===== config.mk =====
export PLATFORM = sky130hd
export DESIGN_NAME = mdio_mgmt_arbiter
export DESIGN_NICKNAME = d
export VERILOG_FILES = /design/src/rtl/mdio_pkg.sv /design/src/rtl/mdio_poll_timer.sv /design/src/rtl/mdio_mgmt_arbiter.sv
export SDC_FILE = /design/constraint.sdc
export NUM_CORES = 1
export LEC_CHECK = 0
export ABC_AREA = 1
export CAP_MARGIN = 15
export CORE_UTILIZATION = 40
export DETAILED_ROUTE_END_ITERATION = 16
export GPL_TIMING_DRIVEN = 0
export PLACE_DENSITY = 0.72
export SKIP_CTS_REPAIR_TIMING = 1
export SYNTH_ARGS = -nofsm -noshare
export SYNTH_HDL_FRONTEND = slang
export SYNTH_SLANG_ARGS = --single-unit

===== constraint.sdc =====
create_clock -name CLK -period 1.6 [get_ports CLK]
set_input_delay 0.32 -clock CLK [delete_from_list [all_inputs] [get_ports CLK]]
set_output_delay 0.32 -clock CLK [all_outputs]
set_load 0.05 [all_outputs]

===== src/rtl/mdio_pkg.sv =====
// Shared types and constants for the MDIO management arbiter: FSM states,
// requester identities and MDIO frame opcodes.
package mdio_pkg;

    typedef enum logic [1:0] {
        IDLE  = 2'd0,
        ISSUE = 2'd1,
        WAIT  = 2'd2,
        DONE  = 2'd3
    } state_t;

    typedef enum logic {
        HOST = 1'b0,
        POLL = 1'b1
    } grant_t;

    localparam logic [1:0] OP_READ   = 2'b10;
    localparam logic [1:0] OP_WRITE  = 2'b01;
    localparam logic [4:0] BMSR_ADDR = 5'd1;
    localparam int         BMSR_LINK = 2;

    function automatic logic [1:0] op_for(input logic we);
        return we ? OP_WRITE : OP_READ;
    endfunction

endpackage


===== src/rtl/mdio_poll_timer.sv =====
// Autopoll interval timer: raises pending once every POLL_DIV enabled cycles
// and holds it until the arbiter retires the poll frame.
module mdio_poll_timer #(
    parameter logic [23:0] POLL_DIV = 24'd1_000_000
) (
    input  logic CLK,
    input  logic RST,
    input  logic poll_en,
    input  logic clear,
    output logic pending
);

    logic [23:0] count;
    logic        wrap;

    assign wrap = poll_en && (count == POLL_DIV - 24'd1);

    always_ff @(posedge CLK) begin
        if (RST || !poll_en) begin
            count   <= 24'd0;
            pending <= 1'b0;
        end else begin
            count <= wrap ? 24'd0 : count + 24'd1;
            // A fresh interval elapsing outranks retiring the previous poll.
            if (wrap) begin
                pending <= 1'b1;
            end else if (clear) begin
                pending <= 1'b0;
            end
        end
    end

endmodule


===== src/rtl/mdio_mgmt_arbiter.sv =====
// Shares one MDIO master engine between host register accesses and the
// PHY status autopoller, one frame at a time, with a per-frame timeout.
module mdio_mgmt_arbiter
    import mdio_pkg::*;
#(
    parameter logic [23:0] POLL_DIV    = 24'd1_000_000,
    parameter logic [4:0]  POLL_REG    = BMSR_ADDR,
    parameter int          LINK_BIT    = BMSR_LINK,
    parameter logic [15:0] TIMEOUT_CYC = 16'd4096
) (
    input  logic        CLK,
    input  logic        RST,
    input  logic        host_req,
    input  logic        host_we,
    input  logic [4:0]  host_phy,
    input  logic [4:0]  host_reg,
    input  logic [15:0] host_wdata,
    output logic        host_ack,
    output logic [15:0] host_rdata,
    output logic        host_err,
    input  logic        poll_en,
    input  logic [4:0]  poll_phy,
    output logic [15:0] status_reg,
    output logic        status_valid,
    output logic        link_up,
    output logic        link_change,
    output logic        mst_start,
    output logic        mst_we,
    output logic [4:0]  mst_phy,
    output logic [4:0]  mst_reg,
    output logic [15:0] mst_wdata,
    input  logic        mst_done,
    input  logic [15:0] mst_rdata
);

    state_t      state;
    grant_t      grant;
    grant_t      last_grant;
    logic [15:0] tcnt;
    logic        poll_pending;
    logic        poll_clear;
    logic        frame_end;

    assign poll_clear = (state == DONE) && (grant == POLL);
    assign frame_end  = mst_done || (tcnt == TIMEOUT_CYC - 16'd1);

    mdio_poll_timer #(
        .POLL_DIV (POLL_DIV)
    ) u_poll_timer (
        .CLK     (CLK),
        .RST     (RST),
        .poll_en (poll_en),
        .clear   (poll_clear),
        .pending (poll_pending)
    );

    // Frame results are registered on the WAIT->DONE edge so they are
    // visible for exactly the DONE cycle.
    always_ff @(posedge CLK) begin
        if (RST) begin
            state        <= IDLE;
            grant        <= HOST;
            last_grant   <= HOST;
            tcnt         <= 16'd0;
            host_ack     <= 1'b0;
            host_rdata   <= 16'd0;
            host_err     <= 1'b0;
            status_reg   <= 16'd0;
            status_valid <= 1'b0;
            link_up      <= 1'b0;
            link_change  <= 1'b0;
            mst_start    <= 1'b0;
            mst_we       <= 1'b0;
            mst_phy      <= 5'd0;
            mst_reg      <= 5'd0;
            mst_wdata    <= 16'd0;
        end else begin
            mst_start   <= 1'b0;
            host_ack    <= 1'b0;
            link_change <= 1'b0;
            case (state)
                IDLE: begin
                    if (host_req || poll_pending) begin
                        if (host_req && (!poll_pending || last_grant == POLL)) begin
                            grant     <= HOST;
                            mst_we    <= (op_for(host_we) == OP_WRITE);
                            mst_phy   <= host_phy;
                            mst_reg   <= host_reg;
                            mst_wdata <= host_wdata;
                        end else begin
                            grant     <= POLL;
                            mst_we    <= (op_for(1'b0) == OP_WRITE);
                            mst_phy   <= poll_phy;
                            mst_reg   <= POLL_REG;
                            mst_wdata <= 16'd0;
                        end
                        state <= ISSUE;
                    end
                end
                ISSUE: begin
                    mst_start <= 1'b1;
                    tcnt      <= 16'd0;
                    state     <= WAIT;
                end
                WAIT: begin
                    if (frame_end) begin
                        if (grant == HOST) begin
                            host_ack   <= 1'b1;
                            host_err   <= !mst_done;
                            host_rdata <= !mst_done ? 16'hFFFF :
                                          (mst_we ? 16'h0000 : mst_rdata);
                        end else if (mst_done) begin
                            status_reg   <= mst_rdata;
                            status_valid <= 1'b1;
                            link_up      <= mst_rdata[LINK_BIT];
                            link_change  <= (mst_rdata[LINK_BIT] != link_up);
                        end else begin
                            status_valid <= 1'b0;
                        end
                        last_grant <= grant;
                        state      <= DONE;
                    end else begin
                        tcnt <= tcnt + 16'd1;
                    end
                end
                DONE: begin
                    state <= IDLE;
                end
                default: begin
                    state <= IDLE;
                end
            endcase
        end
    end

endmodule


==> results.md <==
- Status: complete, no violations
- CP startpoint kind: flip-flop
- Critical path type: flip-flop to primary output
- Max Clk Rate: ~0.65 GHz
- Share of total power in sequential cells: between 30% and 40%
- Most flop-heavy register: u_poll_timer.count
- Tot Pwr: 0.00932 W
- Yosys top cell by area: dfxtp_1
- Row count: 40
- Syn avg cell area: 6.81 um2
- Worst Max-Slew Pin Slew: 576 ps
- Global-route wire length before repair: between 20000 and 25000 um
- CP Capture Type: primary output
- Post-layout util: roughly 59%
- I/O pin total: between 100 and 150
- Worst Skew: 11.3 ps
- Fillers: 1144
- Final setup margin: ~70 ps
- Switch share: 39.9%
- Final worst path period need: 1530 ps
- Final setup fails: 0
- Via Count: 4934
- Post-Syn Nets: just under 800
- Area growth, synth to finish: 43.2%
- Clk_lat worst skew: 360 ps
- Ranking of synthesized cells by area: dfxtp_1, nand2_1, a21oi_1
- Diodes inserted: 0
- Max FFs per register: 24
- Synth Flop Type: dfxtp_1
- Clock transition at the registers of the reported paths: 80 ps
- Count leader, synth: nand2_1
- Power Dens Cells: 1300 nW/um2
- DRT Wirelength: approximately 13000 um
- Crit-path leading delay family: buffers and inverters
- CTS sink cnt: 109
- Nets: 941
- CP Data Arrival Time: 1210 ps
- Worst path max stage delay: approximately 440 ps
- Hpwl dp: around 9400 um
- Post-synthesis async set-or-reset flop share: 0%
- DIE AREA: 13000 um2
- Inserted Clock Buffers: 9
- P_int: 0.00560 W
- Grt ovf: 0
- Crit-path cells: dlymetal6s2s_1
- Final hold vios: 0
- Core Region: 12100 um2
- Max Cap Violations: 0
- Synth Register Bits: 109
- Max FO, Critical Path: 4
- CTS Root Cell: clkbuf_16
- Initial Util: 41.4%
- Vias per cell: about 4.7
- H-tree levels: 3
- Drt wl/cell: 12.4 um
- Worst Path Buf+Inv: 1
- Share of layout cells above drive strength 1: 11.9%
- Routability cong.: between 0.8 and 0.9
- CP max-delay cell: dlymetal6s2s_1
- Slew Viols, Final: 0
- CTS tree: yes
- Synth cell types: 32
- Peak VDD IR: 0.000799 V
- Setup WS pre-CTS: -461 ps
- Post-synth EDFFs: 0
- Synth Instances: 736
- HP Class: flip-flop to flip-flop
- Clock share of power: 24.0%
- Seq/Total Area, Yosys: 43.5%
- Horiz. Die Dim: about 110 um
- Period utilisation layout: 95.6%
- Vias in the first global route: around 4500
- Initial DRC count: 258
- Combinational share of power: roughly 40%
- RSZ-0062 raised after global routing: true
- R2R Setup Slk: 80 ps
- Max_slew headroom: 61.6%
- Number of port buffers: approximately 120
- Gr usage total: 20.7%
- CTS Buffer Depth: 2
- Commonest cells in the netlist: nand2_1, dfxtp_1, nor2_1, inv_1, a21oi_1
- CP required: 1280 ps
- Antenna violations before repair: 0
- Initial DRT Pass Iterations: 5
- Top cell type's share of synthesized area: 43.5%
- Net Sw Power: approximately 0.0037 W
- Antenna Violating Nets Remaining: 0
- Leakage power: roughly 3.9 nW
- Largest net degree at the start of global routing: 20
- # DRC: 0
- Die height: 114 um
- Yosys warns: 0
- Setup TNS: 0 ps
- Post-Syn Area: 5010 um2
## power groups by stage
stage / Combinational, W / Sequential, W / Clock [W]
after floorplan: 0.00142 / 0.00428 / 0
after global placement: 0.00331 / 0.00343 / 0
after CTS: 0.00334 / 0.00338 / 0.00229
after global routing: 0.00403 / 0.00345 / 0.00241
after detailed placement: 0.00333 / 0.00344 / 0
final: 0.00368 / 0.00339 / 0.00224
## cell usage in the layout, fill, tap and decap left out, types with 2 or more instances in the layout
cell,synthesis,routed
nand2_1,198,193
dfxtp_1,109,101
nor2_1,99,96
inv_1,91,88
a21oi_1,80,78
dlymetal6s2s_1,0,64
clkdlybuf4s50_1,0,52
nand3_1,47,42
o21ai_0,19,19
buf_4,2,16
nand2_2,5,9
xor2_1,9,9
nand4_1,9,9
clkbuf_16,0,9
clkbuf_1,14,8
clkbuf_2,0,8
buf_6,1,7
nor3_1,7,7
dfxtp_2,0,7
inv_2,3,6
nor2_2,4,5
nand3_4,2,4
xnor2_1,4,4
nand3_2,1,4
nor2_4,1,3
nand2_4,2,3
buf_2,8,3
a31oi_1,3,3
ha_4,0,3
ha_1,7,3
clkbuf_4,0,2
or2_2,2,2
or2_0,2,2
a21oi_2,0,2
inv_6,0,2
inv_8,0,2
## worst paths after layout
path | start | endpoint | cells after the start
max | status_reg[2]$_SDFFE_PP0P_ | link_up | 1
min | status_reg[1]$_SDFFE_PP0P_ | status_reg[1]$_SDFFE_PP0P_ | 2
max reg2reg | tcnt[0]$_SDFFE_PP0P_ | host_rdata[1]$_SDFFE_PP0P_ | 10
min reg2reg | status_reg[1]$_SDFFE_PP0P_ | status_reg[1]$_SDFFE_PP0P_ | 2
## metrics by stage
| step | hold slack (ps) | instances | area [um2] |
|---|---|---|---|
| floorplan | 418 | 736 | 5010 |
| global placement | 430 | 1021 | 6400 |
| detailed placement | 436 | 1021 | 6400 |
| CTS | 448 | 1037 | 6690 |
| global route | 455 | 1054 | 7180 |
| finish | 443 | 1054 | 7180 |
## metal layers
| layer | share of wire, % | global-route usage, % | wire length [um] | up-vias |
|---|---|---|---|---|
| met3 | 7.0 | 7.33 | 910 | 14 |
| met5 | 0 | 0 | 0 | - |
| li1 | - | - | - | 2601 |
| met2 | 45 | 33.2 | 5900 | 119 |
| met4 | 1.6 | 6.06 | 207 | 0 |
| met1 | 46 | 26.2 | 6070 | 2200 |
## area by class of cell
class | instances | area [um2] | share of cell area, %
Buffer | 27 | 178 | 2.47
Timing Repair Buffer | 134 | 1470 | 20.5
Clock inverter | 5 | 48.8 | 0.680
Inverter | 95 | 360 | 5.02
Tap cell | 168 | 210 | 2.93
Sequential cell | 109 | 2190 | 30.6
Clock buffer | 11 | 243 | 3.38
Multi-Input combinational cell | 505 | 2470 | 34.4
## cells by family after synthesis
kind of cell	count (synthesis)	share of synthesized area, %
compound gates	105	10.8
xor+xnor	13	2.27
fa+ha+maj	7	1.75
buf+inv	122	9.63
flops	109	43.5
simple gates	380	32.1
Power figures use the tool's default switching activity.
